==> config.mk <==
export PLATFORM = sky130hd
export DESIGN_NAME = piped_acc_dump
export DESIGN_NICKNAME = d
export VERILOG_FILES = /design/src/rtl/piped_acc_dump.sv
export SDC_FILE = /design/constraint.sdc
export NUM_CORES = 1
export LEC_CHECK = 0
export CORE_ASPECT_RATIO = 1.4
export CORE_UTILIZATION = 51
export CTS_BUF_LIST = sky130_fd_sc_hd__clkbuf_16
export DETAILED_ROUTE_END_ITERATION = 16
export PLACE_DENSITY_LB_ADDON = 0.12
export SLEW_MARGIN = 20
export SYNTH_ARGS = -nofsm -noshare
export SYNTH_HDL_FRONTEND = slang
export SYNTH_SLANG_ARGS = --single-unit
==> constraint.sdc <==
create_clock -name clk -period 3.32 [get_ports clk]
set_input_delay 0.83 -clock clk [delete_from_list [all_inputs] [get_ports clk]]
set_output_delay 0.83 -clock clk [all_outputs]
set_load 0.01 [all_outputs]
==> src/rtl/piped_acc_dump.sv <==
// Integrate-and-dump accumulator for the piped_adder output stream.
// Sums dump_len qualified samples (or fewer on dump_req), presents the total
// with a one-cycle strobe and restarts the next period on the same edge so
// back-to-back samples are never lost. Optional saturation on overflow.
//
// Handshake: a sample is consumed on every rising edge where we=1 while the
// block is in RUN; there is no back-pressure. acc_valid is a single-cycle
// strobe that marks new acc_out/acc_cnt/ovf values, which then hold until the
// next dump.
module piped_acc_dump #(
  parameter int in_width  = 8,
  parameter int acc_width = 24,
  parameter int len_width = 16,
  parameter bit sat_en    = 1'b0
) (
  input  logic                 clk,
  input  logic                 rst,
  input  logic                 en,
  input  logic [in_width-1:0]  data_in,
  input  logic                 we,
  input  logic [len_width-1:0] dump_len,
  input  logic                 dump_req,
  output logic [acc_width-1:0] acc_out,
  output logic [len_width-1:0] acc_cnt,
  output logic                 acc_valid,
  output logic                 ovf,
  output logic                 state_dbg
);

  localparam logic [0:0] ST_IDLE = 1'b0;
  localparam logic [0:0] ST_RUN  = 1'b1;

  localparam logic [len_width-1:0] LEN_ONE = {{(len_width-1){1'b0}}, 1'b1};
  localparam logic [acc_width-1:0] ACC_MAX = {1'b0, {(acc_width-1){1'b1}}};
  localparam logic [acc_width-1:0] ACC_MIN = {1'b1, {(acc_width-1){1'b0}}};

  logic [0:0]           state_q, state_d;
  logic [len_width-1:0] len_q, len_d;
  logic [acc_width-1:0] acc_q, acc_d;
  logic [len_width-1:0] cnt_q, cnt_d;
  logic                 ovf_flag_q, ovf_flag_d;
  logic [acc_width-1:0] acc_out_q, acc_out_d;
  logic [len_width-1:0] acc_cnt_q, acc_cnt_d;
  logic                 acc_valid_q, acc_valid_d;
  logic                 ovf_q, ovf_d;

  logic [acc_width:0]   sum_wide;
  logic                 add_ovf;
  logic [acc_width-1:0] acc_sum;
  logic [acc_width-1:0] acc_next;
  logic [len_width-1:0] cnt_next;
  logic                 flag_next;
  logic                 dump_hit;
  logic [len_width-1:0] len_eff;

  // Per-cycle datapath: one guard bit catches overflow of the signed add.
  always_comb begin
    sum_wide  = {acc_q[acc_width-1], acc_q}
              + {{(acc_width+1-in_width){data_in[in_width-1]}}, data_in};
    add_ovf   = sum_wide[acc_width] ^ sum_wide[acc_width-1];
    acc_sum   = sum_wide[acc_width-1:0];
    if (sat_en && add_ovf) begin
      acc_sum = sum_wide[acc_width] ? ACC_MIN : ACC_MAX;
    end
    acc_next  = we ? acc_sum : acc_q;
    cnt_next  = cnt_q + {{(len_width-1){1'b0}}, we};
    flag_next = ovf_flag_q | (we & add_ovf);
    dump_hit  = dump_req | (we & (cnt_q == len_q - LEN_ONE));
    len_eff   = (dump_len == '0) ? LEN_ONE : dump_len;
  end

  // Next-state logic: IDLE/RUN control, accumulation and dump/restart.
  always_comb begin
    state_d     = state_q;
    len_d       = len_q;
    acc_d       = acc_q;
    cnt_d       = cnt_q;
    ovf_flag_d  = ovf_flag_q;
    acc_out_d   = acc_out_q;
    acc_cnt_d   = acc_cnt_q;
    acc_valid_d = 1'b0;
    ovf_d       = ovf_q;
    case (state_q)
      ST_IDLE: begin
        if (en) begin
          state_d    = ST_RUN;
          len_d      = len_eff;
          acc_d      = '0;
          cnt_d      = '0;
          ovf_flag_d = 1'b0;
        end
      end
      default: begin
        if (!en) begin
          // Disable drops the partial sum; dumped outputs stay as they were.
          state_d    = ST_IDLE;
          acc_d      = '0;
          cnt_d      = '0;
          ovf_flag_d = 1'b0;
        end else if (dump_hit) begin
          acc_out_d   = acc_next;
          acc_cnt_d   = cnt_next;
          ovf_d       = flag_next;
          acc_valid_d = 1'b1;
          acc_d       = '0;
          cnt_d       = '0;
          ovf_flag_d  = 1'b0;
          len_d       = len_eff;
        end else begin
          acc_d      = acc_next;
          cnt_d      = cnt_next;
          ovf_flag_d = flag_next;
        end
      end
    endcase
  end

  // State and output registers, cleared asynchronously.
  always_ff @(posedge clk or posedge rst) begin
    if (rst) begin
      state_q     <= ST_IDLE;
      len_q       <= LEN_ONE;
      acc_q       <= '0;
      cnt_q       <= '0;
      ovf_flag_q  <= 1'b0;
      acc_out_q   <= '0;
      acc_cnt_q   <= '0;
      acc_valid_q <= 1'b0;
      ovf_q       <= 1'b0;
    end else begin
      state_q     <= state_d;
      len_q       <= len_d;
      acc_q       <= acc_d;
      cnt_q       <= cnt_d;
      ovf_flag_q  <= ovf_flag_d;
      acc_out_q   <= acc_out_d;
      acc_cnt_q   <= acc_cnt_d;
      acc_valid_q <= acc_valid_d;
      ovf_q       <= ovf_d;
    end
  end

  assign acc_out   = acc_out_q;
  assign acc_cnt   = acc_cnt_q;
  assign acc_valid = acc_valid_q;
  assign ovf       = ovf_q;
  assign state_dbg = state_q;

endmodule

# == Word-level counts from Yosys, hierarchy flattened ==
# Index checks and enable logic that the tools add are counted.
# totals
input_bits,29
out_inout_bits,43
regBits,100
elab_cells,45
# op_classes
add_sub_neg,3
reduce_logical,4
n_mux,22
eq_ne,2
n_bitwise,5
# ops
operator,n
$mux 16,9
$mux 24,5
$add 24x8->25,1
$add 16x1->16,1
$eq 16x16->1,1
$logic_not 16->1,1
$sub 16x1->16 const B,1
$mux 1,8
$reduce_and 3->1,1
$and 1x1->1,2
$ne 2x1->1 const B,1
$or 1x1->1,2
$reduce_and 2->1,1
$reduce_bool 2->1,1
$xor 1x1->1,1

# == Logic depth before layout (Yosys ltp) ==
# depth
word_depth,7
mapped_depth,14
ltp_nobuf,11

# == Worst setup path before layout ==
# No wires, ideal clock.
# synth_timing
kind,input to register
start,in data_in[0]
end,"reg acc_out_q[22], in the netlist acc_out[22]"
t_arrival_ns,3.263
cell_stages,11
setup_time_ns,0.077
path_buffers,0
slack_ns,-0.020
required_time_ns,3.243
path_cell_list,ha_1 > fa_1 > a211oi_1 > o21ai_0 > o31a_1 > o21a_1 > a21o_1 > o41ai_1 > xnor2_1 > mux2i_1 > a21oi_1
# synth_via
elab_chain_cells,2
# synth_lines
element,line_no,text
from (decl),19,"input logic [in_width-1:0] data_in,"
$add 24x8->25,59,"+ {{(acc_width+1-in_width){data_in[in_width-1]}}, data_in};"
$mux 24,65,acc_next = we ? acc_sum : acc_q;
to (signal assigned),136,acc_out_q <= acc_out_d;
to (decl),42,"logic [acc_width-1:0] acc_out_q, acc_out_d;"
# No other way between the ends.
# A chain may end at the register's enable or synchronous reset.

# == Worst setup path in the final report ==
# layout_timing
start,in data_in[0]
end,reg ovf_flag_q
# layout_via
elab_chain_cells,7
# layout_lines
element,line_no,text
$add 24x8->25,59,
$xor 1x1->1,60,add_ovf = sum_wide[acc_width] ^ sum_wide[acc_width-1];
$and 1x1->1,67,flag_next = ovf_flag_q | (we & add_ovf);
$or 1x1->1,67,
$mux 1,100,end else if (dump_hit) begin
$mux 1,94,if (!en) begin
$mux 1,83,case (state_q)
to (signal assigned),135,ovf_flag_q <= ovf_flag_d;
to (decl),41,"logic ovf_flag_q, ovf_flag_d;"
# No other way between the ends.

==> metrics.yaml <==
ys_seq_area_share_pct: 42.2
async_reset_ff_share_pct: 100
tightest_slew_ns: 0.666
synth_top_cell_area_share_pct: 41.8
slew_headroom_pct: 55.6
switchingPower_uw: 945
power_frac_clock_pct: 29.7
synth_edf_count: 0
yosysWarnings: 0
synth_cell_type_count: 65
via_count: 5174
skew_ns: 0.00974
synth_most_common_cell: "dfrtp_1"
port_buffers: 71
htree_num_levels: 3
antenna_found_initial: 0
combPwrFrac_pct: 25.6
drv_cap: 0
layoutNonFillerInstCount: 907
hold_viol_final: 0
wire_per_inst_um: 16.6
period_needed_ns: 3.24
dp.cells: 888
arrival_ns: 3.51
holdWs_ns: 0.507
nets: 815
syn-num-nets: 662
globalRouteOverflowTotal: 0
synth_area_um2: 5930
synth_ff_type: "dfrtp_1"
crit_path_end_kind: "flop"
hold_class: "flop to flop"
drtPass1Iterations: 5
setup.worst_path.class: "input pin to flop"
max-vdd-ir-drop_mv: 0.213
syn_to_final_growth_pct: 33.0
fp.coreArea_um2: 11300
cts_tree: "yes"
fin_crit_sh_pct: 97.6
final_antenna_net_count: 0
drive_gt1_share_pct: 22.0
die_h_um: 130
status: "complete, no violations"
required_ns: 3.58
cts_hold_buf: 0
path_max_fanout: 4
fillers: 875
seq_power_share_pct: 44.7
root_buffer: "clkbuf_16"
cts.clk_slew.worst_paths_ns: 0.07
synth_area_leaders: "dfrtp_1, ha_1, xnor2_1"
antenna_cells: 0
setup-violations-final: 0
drt_iter0_drc: 228
synthCells: 605
start_kind: "input pin"
post-route-drc-count: 0
grt_max_degree: 53
power_density_nw_per_um2: 411
internal_power_mw: 2.30
numClockSinks: 100
design.portCount: 72
die-area_um2: 12100
p_leak_nw: 3.61
grt_first_pass_wirelength_mm: 25.0
grt_pass1_vias: 5312
synth_top_cell_by_area: "dfrtp_1"
fin_setup_tns_ns: 0
avgSynthCellArea_um2: 9.80
cts_buffer_depth: 2
numCtsBuffers: 9
ys_seq_elements: 100
hpwl_mm: 11.2
routed_wl_mm: 15.1
switching_share_pct: 29.1
clkLatencyLatePin_ns: 0.35
dieWidth_um: 93.1
max_freq_mhz: 309
synth_common_cells: "dfrtp_1, a21oi_1, nor2_1, o21ai_0, nand2_1"
detail_route.vias_per_cell: 5.70
fp-row-count: 46
grtUsageTotal_pct: 26.5
place.gp.congestion: 0.922
finalMaxSlewViolations: 0
start_util_pct: 52.3
repair_timing:
action | CTS | global route
endpoints found under the setup margin | 15 | 85
pin swaps | 4 | 15
resized for setup | 11 | 26
setup buffers | 0 | 3
cells in the final DEF, fill, tap and decap left out, types with 4 or more instances in the layout:
| cell | n |
|---|---|
| a211oi_1 | 4 |
| a21o_1 | 10 |
| a21oi_1 | 53 |
| a22o_1 | 19 |
| a31oi_1 | 9 |
| and2_1 | 4 |
| and3_1 | 13 |
| buf_4 | 95 |
| clkbuf_16 | 9 |
| clkdlybuf4s50_1 | 67 |
| dfrtp_1 | 99 |
| ha_1 | 24 |
| inv_1 | 12 |
| mux2_2 | 13 |
| mux2_4 | 8 |
| mux2i_1 | 18 |
| nand2_1 | 43 |
| nand2b_1 | 7 |
| nand4_1 | 4 |
| nor2_1 | 51 |
| nor3_1 | 8 |
| nor4_1 | 4 |
| o211ai_1 | 6 |
| o21a_1 | 4 |
| o21ai_0 | 43 |
| or2_2 | 4 |
| or4_1 | 4 |
| xnor2_1 | 35 |
| xor2_1 | 13 |
metrics by stage:
step	total power, mW	setup WS (ns)	area (um^2)	utilization [%]
floorplan	1.88	0.0314	5940	-
global placement	2.25	-0.567	7440	65.6
detailed placement	2.28	-0.621	7440	65.6
CTS	3.25	-0.00652	7750	68.4
global route	3.40	-0.00157	7890	69.6
finish	3.25	0.0797	7890	69.6
sequential cells by signal, summed over array words and instances (netlist names):
register,flops
acc_out,24
acc_q,24
acc_cnt,16
cnt_q,16
len_q,16
acc_valid,1
ovf,1
ovf_flag_q,1
state_dbg,1
final cells by class:
cell class,instances,area (um^2),share of cell area [%]
repair buffers,169,1480,18.7
clock inverters,7,45.0,0.571
well taps,144,180,2.28
flip-flops and latches,100,2500,31.7
clock buffers,9,225,2.85
inverters,12,48.8,0.619
multi-input cells,466,3410,43.2
power by group through the flow:
stage | Combinational, mW | Clock (mW) | Sequential [mW]
floorplan | 0.392 | 0 | 1.49
global placement | 0.787 | 0 | 1.47
detailed placement | 0.810 | 0 | 1.47
CTS | 0.818 | 0.986 | 1.45
global route | 0.911 | 1.02 | 1.47
finish | 0.831 | 0.964 | 1.45
path summary, 6_finish.rpt:
path / from / end / slack (ns) / cells after the start
worst max register to register: len_q[0]$_DFFE_PP1P_ / len_q[2]$_DFFE_PP0P_ / 0.23 / 11
max in group asynchronous: rst / acc_q[8]$_DFFE_PP0P_ / 1.81 / 3
worst min-delay path: acc_cnt[1]$_DFFE_PP0P_ / acc_cnt[1]$_DFFE_PP0P_ / 0.51 / 1
min in group asynchronous: rst / acc_cnt[0]$_DFFE_PP0P_ / 1.04 / 3
worst max-delay path: data_in[0] / ovf_flag_q$_DFFE_PP0P_ / 0.08 / 12
worst min register to register: acc_cnt[1]$_DFFE_PP0P_ / acc_cnt[1]$_DFFE_PP0P_ / 0.51 / 1
metal layers:
layer  track usage (%)  wire length, um  vias up
li1                  -                -     2515
met1              29.8             6010     2524
met2              49.4             8140      109
met3              3.70              550       26
met4              11.9              364        0
met5                 0                0        -
kinds of logic after synthesis:
group / share of synthesized area (%)
compound gates: 20.3
mux: 7.53
buf+inv: 3.06
fa+ha+maj: 6.03
xor+xnor: 7.24
flops: 42.2
simple gates: 13.6
critical path, stage by stage:
cell and delay, ns:
dlymetal6s2s_1 0.15, ha_4 0.19, fa_2 0.41, a211oi_2 0.26, o21ai_1 0.12, o31a_1 0.32, o21a_2 0.26, a211o_1 0.33
a31oi_4 0.19, xor2_2 0.19, a31oi_1 0.10, a21oi_1 0.15
No activity file was read; power rests on OpenSTA's default activity.
